File: src/rtl/trng_pkg.sv
// Shared types and default sizing for the TRNG post-processing collector.
package trng_pkg;

    typedef enum logic [2:0] {
        ST_IDLE    = 3'd0,
        ST_WARMUP  = 3'd1,
        ST_COLLECT = 3'd2,
        ST_STALL   = 3'd3,
        ST_FAULT   = 3'd4
    } trng_coll_state_e;

    localparam int TRNG_WIDTH     = 32;
    localparam int TRNG_WARMUP    = 16;
    localparam int TRNG_REP_LIMIT = 32;

    // The macro is kept running only in the states that consume its output.
    function automatic logic is_run_state(input trng_coll_state_e st);
        logic run;
        case (st)
            ST_WARMUP, ST_COLLECT, ST_STALL: run = 1'b1;
            default:                         run = 1'b0;
        endcase
        return run;
    endfunction

endpackage

File: src/rtl/trng_vn_debias.sv
// Von Neumann debiaser: pairs raw samples, emits first bit of a 01/10 pair,
// and drops 00/11 pairs.
module trng_vn_debias (
    input  logic clk,
    input  logic rst_n,
    input  logic clr,
    input  logic in_valid,
    input  logic in_bit,
    output logic out_valid,
    output logic out_bit
);

    logic phase_r;
    logic first_r;

    // Pair phase and first-sample register.
    always_ff @(posedge clk or negedge rst_n) begin
        if (!rst_n) begin
            phase_r <= 1'b0;
            first_r <= 1'b0;
        end else if (clr) begin
            phase_r <= 1'b0;
        end else if (in_valid) begin
            if (!phase_r) begin
                first_r <= in_bit;
                phase_r <= 1'b1;
            end else begin
                phase_r <= 1'b0;
            end
        end
    end

    assign out_valid = in_valid & phase_r & (first_r ^ in_bit);
    assign out_bit   = first_r;

endmodule

File: src/rtl/trng_collector.sv
// TRNG post-processing: warm-up, optional debiasing, repetition-count health
// test and word packing with a one-word valid/ready output buffer.
module trng_collector
    import trng_pkg::*;
#(
    parameter int WIDTH     = TRNG_WIDTH,
    parameter int WARMUP    = TRNG_WARMUP,
    parameter int REP_LIMIT = TRNG_REP_LIMIT
) (
    input  logic             clk,
    input  logic             rst_n,
    input  logic             enable_i,
    input  logic             debias_i,
    output logic             trng_en_o,
    input  logic             trng_bit_i,
    output logic [WIDTH-1:0] data_o,
    output logic             valid_o,
    input  logic             ready_i,
    output logic             fail_o,
    input  logic             clear_fail_i
);

    localparam int CNT_W  = $clog2(WIDTH + 1);
    localparam int WARM_W = $clog2(WARMUP + 1);
    localparam int REP_W  = $clog2(REP_LIMIT + 1);
    localparam logic [CNT_W-1:0]  CNT_LAST  = CNT_W'(WIDTH - 1);
    localparam logic [WARM_W-1:0] WARM_LAST = WARM_W'(WARMUP - 1);
    localparam logic [REP_W-1:0]  REP_LAST  = REP_W'(REP_LIMIT - 1);

    trng_coll_state_e state_r, state_nx_s;
    logic [WARM_W-1:0] warm_cnt_r;
    logic [REP_W-1:0]  rep_cnt_r;
    logic              last_bit_r;
    logic [WIDTH-1:0]  shift_r;
    logic [CNT_W-1:0]  cnt_r;
    logic [WIDTH-1:0]  hold_r;
    logic [WIDTH-1:0]  data_r;
    logic              valid_r;
    logic              fail_r;
    logic              trng_en_r;
    logic              debias_r;

    logic              coll_act_s;
    logic              vn_valid_s;
    logic              vn_bit_s;
    logic              acc_valid_s;
    logic              acc_bit_s;
    logic [WIDTH-1:0]  word_s;
    logic              word_done_s;
    logic              trip_s;
    logic              hs_s;
    logic              buf_free_s;

    // A sample only counts while collecting with software enable still high.
    assign coll_act_s  = (state_r == ST_COLLECT) && enable_i;
    assign hs_s        = valid_r && ready_i;
    assign buf_free_s  = !valid_r || hs_s;
    assign trip_s      = coll_act_s && (rep_cnt_r == REP_LAST) && (trng_bit_i == last_bit_r);
    assign word_s      = {shift_r[WIDTH-2:0], acc_bit_s};
    assign word_done_s = acc_valid_s && (cnt_r == CNT_LAST);

    trng_vn_debias u_debias (
        .clk       (clk),
        .rst_n     (rst_n),
        .clr       (state_r != ST_COLLECT),
        .in_valid  (coll_act_s && debias_r),
        .in_bit    (trng_bit_i),
        .out_valid (vn_valid_s),
        .out_bit   (vn_bit_s)
    );

    // Select the accepted-bit source for the configured mode.
    always_comb begin
        acc_valid_s = 1'b0;
        acc_bit_s   = 1'b0;
        if (debias_r) begin
            acc_valid_s = vn_valid_s;
            acc_bit_s   = vn_bit_s;
        end else begin
            acc_valid_s = coll_act_s;
            acc_bit_s   = trng_bit_i;
        end
    end

    // Next-state logic; the health trip outranks word completion.
    always_comb begin
        state_nx_s = state_r;
        case (state_r)
            ST_IDLE: begin
                if (enable_i && !fail_r) begin
                    state_nx_s = ST_WARMUP;
                end else begin
                    state_nx_s = ST_IDLE;
                end
            end
            ST_WARMUP: begin
                if (!enable_i) begin
                    state_nx_s = ST_IDLE;
                end else if (warm_cnt_r == WARM_LAST) begin
                    state_nx_s = ST_COLLECT;
                end else begin
                    state_nx_s = ST_WARMUP;
                end
            end
            ST_COLLECT: begin
                if (!enable_i) begin
                    state_nx_s = ST_IDLE;
                end else if (trip_s) begin
                    state_nx_s = ST_FAULT;
                end else if (word_done_s && !buf_free_s) begin
                    state_nx_s = ST_STALL;
                end else begin
                    state_nx_s = ST_COLLECT;
                end
            end
            ST_STALL: begin
                if (!enable_i) begin
                    state_nx_s = ST_IDLE;
                end else if (hs_s) begin
                    state_nx_s = ST_COLLECT;
                end else begin
                    state_nx_s = ST_STALL;
                end
            end
            ST_FAULT: begin
                if (clear_fail_i) begin
                    state_nx_s = ST_IDLE;
                end else begin
                    state_nx_s = ST_FAULT;
                end
            end
            default: state_nx_s = ST_IDLE;
        endcase
    end

    // State, macro enable, sticky failure flag and latched mode.
    always_ff @(posedge clk or negedge rst_n) begin
        if (!rst_n) begin
            state_r   <= ST_IDLE;
            trng_en_r <= 1'b0;
            fail_r    <= 1'b0;
            debias_r  <= 1'b0;
        end else begin
            state_r   <= state_nx_s;
            trng_en_r <= is_run_state(state_nx_s);
            if (trip_s) begin
                fail_r <= 1'b1;
            end else if ((state_r == ST_FAULT) && clear_fail_i) begin
                fail_r <= 1'b0;
            end
            if ((state_r == ST_IDLE) && (state_nx_s == ST_WARMUP)) begin
                debias_r <= debias_i;
            end
        end
    end

    // Warm-up counter and repetition run length.
    always_ff @(posedge clk or negedge rst_n) begin
        if (!rst_n) begin
            warm_cnt_r <= {WARM_W{1'b0}};
            rep_cnt_r  <= {REP_W{1'b0}};
            last_bit_r <= 1'b0;
        end else begin
            if (state_r == ST_WARMUP) begin
                warm_cnt_r <= warm_cnt_r + WARM_W'(1);
            end else begin
                warm_cnt_r <= {WARM_W{1'b0}};
            end
            if (coll_act_s) begin
                last_bit_r <= trng_bit_i;
                if ((rep_cnt_r != {REP_W{1'b0}}) && (trng_bit_i == last_bit_r)) begin
                    rep_cnt_r <= rep_cnt_r + REP_W'(1);
                end else begin
                    rep_cnt_r <= REP_W'(1);
                end
            end else begin
                rep_cnt_r <= {REP_W{1'b0}};
            end
        end
    end

    // Shift register, bit count and the word held during a stall.
    always_ff @(posedge clk or negedge rst_n) begin
        if (!rst_n) begin
            shift_r <= {WIDTH{1'b0}};
            cnt_r   <= {CNT_W{1'b0}};
            hold_r  <= {WIDTH{1'b0}};
        end else if (trip_s || (state_r != ST_COLLECT)) begin
            shift_r <= {WIDTH{1'b0}};
            cnt_r   <= {CNT_W{1'b0}};
        end else if (acc_valid_s) begin
            shift_r <= word_s;
            if (word_done_s) begin
                cnt_r <= {CNT_W{1'b0}};
                if (!buf_free_s) begin
                    hold_r <= word_s;
                end
            end else begin
                cnt_r <= cnt_r + CNT_W'(1);
            end
        end
    end

    // Output buffer; a health trip drops any unread word.
    always_ff @(posedge clk or negedge rst_n) begin
        if (!rst_n) begin
            data_r  <= {WIDTH{1'b0}};
            valid_r <= 1'b0;
        end else if (trip_s) begin
            valid_r <= 1'b0;
        end else if (word_done_s && buf_free_s) begin
            data_r  <= word_s;
            valid_r <= 1'b1;
        end else if ((state_r == ST_STALL) && enable_i && hs_s) begin
            data_r  <= hold_r;
            valid_r <= 1'b1;
        end else if (hs_s) begin
            valid_r <= 1'b0;
        end
    end

    assign trng_en_o = trng_en_r;
    assign data_o    = data_r;
    assign valid_o   = valid_r;
    assign fail_o    = fail_r;

endmodule

File: config.mk
export PLATFORM = sky130hd
export DESIGN_NAME = trng_collector
export DESIGN_NICKNAME = d
export VERILOG_FILES = /design/src/rtl/trng_pkg.sv /design/src/rtl/trng_vn_debias.sv /design/src/rtl/trng_collector.sv
export SDC_FILE = /design/constraint.sdc
export NUM_CORES = 1
export LEC_CHECK = 0
export CORE_MARGIN = 3
export CORE_UTILIZATION = 25
export DETAILED_ROUTE_END_ITERATION = 6
export PLACE_DENSITY_LB_ADDON = 0.08
export SYNTH_ARGS = -nofsm -noshare
export SYNTH_HDL_FRONTEND = slang
export SYNTH_HIERARCHICAL = 1
export SYNTH_SLANG_ARGS = --single-unit
export TNS_END_PERCENT = 50
File: constraint.sdc
create_clock -name clk -period 3.6 [get_ports clk]
set_input_delay 0.36 -clock clk [delete_from_list [all_inputs] [get_ports clk]]
set_output_delay 0.36 -clock clk [all_outputs]
set_load 0.02 [all_outputs]
==> Word-level counts from Yosys, hierarchy flattened <==
Cells that the tools add are included.
{ "word_totals": {"regBits": 122, "latch_bits": 0, "ramBits": 0, "mem_bits_ro": 0, "out_inout_bits": 35, "word_cells": 99, "n_memories": 0} }
{ "op_classes": {"add_sub_neg": 3, "mul": 0, "div_mod_pow": 0, "magnitude_cmp": 0, "n_eq_ne": 12, "shift": 0, "mux": 32, "n_bitwise": 8, "reduce_logical": 30} }
{ "ops": {"columns": ["cell", "n"], "rows": [
  ["$mux W32", 2],
  ["$mux W31", 2],
  ["$mux W6", 5],
  ["$mux W1", 15],
  ["$pmux W3 S5", 1],
  ["$logic_and A1 B1 Y1", 14],
  ["$add A6 B1 Y6 const B", 2],
  ["$eq A3 B2 Y1 const B", 4],
  ["$eq A6 B5 Y1 const B", 2],
  ["$mux W3", 3],
  ["$reduce_bool A2 Y1", 4],
  ["$eq A3 B1 Y1 const B", 2],
  ["$mux W2", 3],
  ["$reduce_bool A6 Y1", 1],
  ["$add A5 B1 Y5 const B", 1],
  ["$eq A5 B4 Y1 const B", 1],
  ["$mux W5", 1],
  ["$not A1 Y1", 5],
  ["$reduce_and A4 Y1", 1],
  ["$reduce_bool A4 Y1", 1],
  ["$eq A3 B3 Y1 const B", 1],
  ["$logic_not A1 Y1", 3],
  ["$logic_not A3 Y1", 1],
  ["$ne A3 B2 Y1 const B", 1],
  ["7 further kinds", 9]
]} }

==> Logic depth before layout (Yosys ltp) <==
{ "depth": {"word_depth": 15, "ltp_mapped": 9, "ltp_nobuf": 7} }

==> Modules after synthesis <==
The synthesis kept the hierarchy.
{ "modules_own_cells": {"columns": ["module", "instances", "cells_each", "area_per_inst_um2"], "rows": [
  ["trng_collector", 1, 526, 5393.9],
  ["trng_vn_debias", 1, 8, 106.4]
]} }

==> Worst setup path before layout <==
OpenSTA, ideal clock, no wires.
{ "synth_timing": {"kind": "register to register", "startpoint": "reg state_r[2]", "endpoint": "reg hold_r[24]", "t_arrival_ps": 2410, "required_ps": 3475, "path_slack_ps": 1065, "path_stages_with_launch": 9, "period_less_slack_ps": 2535, "path_cell_list": "dfrtp_1 and4bb_4 and2_1 and3_2 and4_1 a21oi_4 nor4b_4 buf_6 mux2_2"} }
{ "synth_between": {"elab_chain_cells": 8} }
{ "synth_lines": {"columns": ["element", "line", "source"], "rows": [
  ["start: declaration", "trng_collector.sv:30", "trng_coll_state_e state_r, state_nx_s;"],
  ["start signal: assignment", "trng_collector.sv:144", "state_r <= state_nx_s;"],
  ["$eq A3 B2 Y1 (*)", "trng_collector.sv:55", "assign coll_act_s = (state_r == ST_COLLECT) && enable_i;"],
  ["$logic_and A1 B1 Y1 (*)", "trng_collector.sv:55", null],
  ["$logic_and A1 B1 Y1 (*)", "trng_collector.sv:66", ".in_valid (coll_act_s && debias_r),"],
  ["$and A1 B1 Y1 (*) (2 in series)", "trng_vn_debias.sv:33", "assign out_valid = in_valid & phase_r & (first_r ^ in_bit);"],
  ["via vn_valid_s", "trng_collector.sv:44", "logic vn_valid_s;"],
  ["$mux W1 (*)", "trng_collector.sv:76", "if (debias_r) begin"],
  ["$logic_and A1 B1 Y1", "trng_collector.sv:60", "assign word_done_s = acc_valid_s && (cnt_r == CNT_LAST);"],
  ["$reduce_and A4 Y1 (no source line) (*)", null, null],
  ["end signal: assignment", "trng_collector.sv:187", "hold_r <= {WIDTH{1'b0}};"],
  ["end signal: assignment", "trng_collector.sv:196", "hold_r <= word_s;"],
  ["end: declaration", "trng_collector.sv:36", "logic [WIDTH-1:0] hold_r;"]
]} }
The timed path passes the listed nets; every way through them passes the cells marked *.
A chain may end at the register's enable or synchronous reset.

==> Worst setup path after layout <==
{ "layout_timing": {"startpoint": "reg state_r[1]", "endpoint": "reg hold_r[15]"} }
Same word-level chain as after synthesis.

==> impl_metrics.tcl <==
set metrics [dict create \
    status "finished, final reports clean" \
    syn_inst 534 \
    synth_top_family_by_area "simple AND/OR/NAND/NOR gates" \
    ant_nets 0 \
    diodes 0 \
    cts_hold_buf 0 \
    crit_path_cell_trace "and4bb_4 -> and2_1 -> and3_2 -> and4_1 -> a21oi_4 -> nor4b_4 -> buf_4 -> mux2_2" \
    critPathKind "reg -> reg" \
    synth_xor_xnor_area_share 0.01592 \
    drt-pass1-iter-count 4 \
    ys_ff_latch 122 \
    timing.final.crit_share 0.7756 \
    fin_setup_tns_ps 0 \
    synthAdderAreaFrac 0.01137 \
    portBuffers 41 \
    vias 4020 \
    pre_cts_ws_ps 480.3 \
    whs_ps 41.82 \
    cts_sinks 122 \
    syn_area_mm2 0.005500 \
    fin_skew_ps 7.955 \
    path_clk_slew_ps 50 \
    cts.htree.levels 4 \
    rrSetupSlack_ps 810 \
    reg2reg_from "state_r[1]$_DFF_PN0_" \
    hold_viol 0 \
    grt_max_degree 65 \
    grt_pass1_wl_um 23500 \
    clk_latency_ps 410 \
    clockRootBuffer "clkbuf_16" \
    rsz0062_at_grt "false" \
    postCtsSetupBuffers 0 \
    timing.critical_path.buf_inv 1 \
    cp.required_ps 3890 \
    coreArea_mm2 0.02129 \
    die_w_um 154.3 \
    layout-drive-gt1-share 0.1453 \
    die_h_um 154.3 \
    min_period_ps 2792 \
    hp-class "in -> async" \
    grt_pass1_vias 4240 \
    syn2layout_area_growth_pct 23.50 \
    synth_simple_gate_area_frac 0.1683 \
    synthDistinctLibCells 50 \
    synthTopCellsByArea "dfrtp_1, nand2_1, mux2_2" \
    max_slew.worst_pin.slew_ps 994.5 \
    yosysSeqAreaShare 0.5551 \
    grt_usage 0.1244 \
    avgSynthCellArea_um2 10.30 \
    ir_worst_vdd_uv 300.2 \
    overflow 0 \
    via_per_inst 4.674 \
    power_density_mw_per_mm2 453.1 \
    wirelength_um 13950 \
    power.leakage_nw 2.883 \
    arrival_ps 3080 \
    cp-startpoint "state_r[1]$_DFF_PN0_" \
    layout.nets 585 \
    syn_nets 546 \
    post_drt_wl_per_cell_um 16.22 \
    initialDrtViolationCount 243 \
    critical_path.max_stage_delay_ps 570 \
    numCtsBuffers 17 \
    cts_resized 0 \
    crit_fanout 18 \
    timing.fmax_mhz 358.2 \
    maxSlewViolCount 0 \
    timing.final.ws_setup_ps 807.9 \
    die-area_mm2 0.02382 \
    hpwl_um 8703 \
    synth_flop_cell "dfrtp_1" \
    critPathTopFamily "simple AND/OR/NAND/NOR gates" \
    endpoint_kind "register" \
    rows 53 \
    synth_mux_area_frac 0.07188 \
    cp_slowest_cell "dfrtp_1" \
    yosys_warnings 6 \
    antenna_found_initial 0 \
    ios 42 \
    drc 0 \
    synth_edf_count 0 \
    clk_path_buf_depth 2 \
    final_common_cell "dfrtp_1" \
    start_util 0.2584 \
    relSlewSlack 0.3345 \
    cap_violations 0 \
    synth_compound_gate_area_share 0.1181 \
    setup_viol 0 \
    async_flop_share 1.000 \
    cts_tree "done" \
    place.gp.congestion 0.6772 \
    yosys.area.top_type "dfrtp_1" \
    final_cell_mix "dfrtp_1, nand2_1, a21oi_1" \
    startpoint_type "register" \
    synth_top_area_share 0.5551 \
]
-- state kept, by name, indices dropped and copies added, names as in the netlist --
name and cells:
data_o 32, hold_r 32, shift_r 31, cnt_r 6, rep_cnt_r 6, warm_cnt_r 5, state_r 3, debias_r 1
fail_o 1, last_bit_r 1, trng_en_o 1, u_debias/out_bit 1, u_debias/phase_r 1, valid_o 1
-- cells in the mapped netlist (2+ instances only) --
library cell and n:
ha_1 5, a21oi_1 41, xnor2_1 7, inv_1 39, nand2b_1 3, and3_1 6, buf_2 9, a211oi_1 2
and2_1 2, o21ai_0 5, nand3_1 6, mux2_2 29, a21o_1 2, clkbuf_1 23, nand4_1 34, mux2i_1 2
nor2_1 17, buf_6 4, o211ai_1 2, nand2_1 105, xor2_1 3, or3_1 2, mux2_1 3, o221ai_1 31
nor3_1 3, o21a_1 2, nor2b_1 3, dfrtp_1 122
-- worst paths after layout --
kind	endpoint	cells after the start
min in group clk	warm_cnt_r[0]$_DFF_PN0_	1
worst max register to register	hold_r[15]$_DFFE_PN0P_	8
worst max-delay path	hold_r[15]$_DFFE_PN0P_	8
max in group asynchronous	data_o[7]$_DFFE_PN0P_	2
worst min register to register	warm_cnt_r[0]$_DFF_PN0_	1
worst min-delay path	rep_cnt_r[3]$_DFF_PN0_	1
-- power breakdown --
group | internal [mW] | switching, mW
clock | 1.03 | 0.592
sequential | 1.38 | 0.0111
combinational | 0.0198 | 0.0422
-- layer usage --
| metal | up-vias | routed length, um | global-route usage | share of wire |
|---|---|---|---|---|
| li1 | 1943 | - | - | - |
| met2 | 50 | 6640 | 0.1970 | 0.48 |
| met3 | 7 | 401 | 0.03386 | 0.029 |
| met5 | - | 0 | 0 | 0 |
| met1 | 2020 | 6791 | 0.1676 | 0.49 |
| met4 | 0 | 119 | 0.03574 | 0.0085 |
-- through the flow --
step / cells / power (mW) / utilization / cell area (um^2)
after floorplan: 534 / 1.434 / - / 5500
after global placement: 829 / 1.481 / 0.2925 / 6226
after detailed placement: 829 / 1.481 / 0.2925 / 6226
after CTS: 860 / 3.141 / 0.3191 / 6793
after global routing: 860 / 3.219 / 0.3191 / 6793
final: 860 / 3.078 / 0.3191 / 6793
-- worst register-to-register path: cells and delay by family, from the launching register on --
kind                   cells  cell delay (ps)
and+or+nand+nor            5             1310
DFF                        1              570
muxes                      1              380
buffers and inverters      1              340
AOI/OAI and AO/OA          1               80
-- final cells by class --
type | instances | area (um^2)
Clock buffer | 24 | 501.7
Clock inverter | 7 | 65.06
Fill cell | 2189 | 14490
Inverter | 39 | 146.4
Multi-Input combinational cell | 336 | 2142
Sequential cell | 122 | 3053
Tap cell | 275 | 344.1
Timing Repair Buffer | 57 | 540.5
-- logic make-up after synthesis --
kind of cell    count (synthesis)
simple gates                  191
flops                         122
compound gates                 95
buf+inv                        76
mux                            35
xor+xnor                       10
fa+ha+maj                       5
No activity file was read; power rests on OpenSTA's default activity.
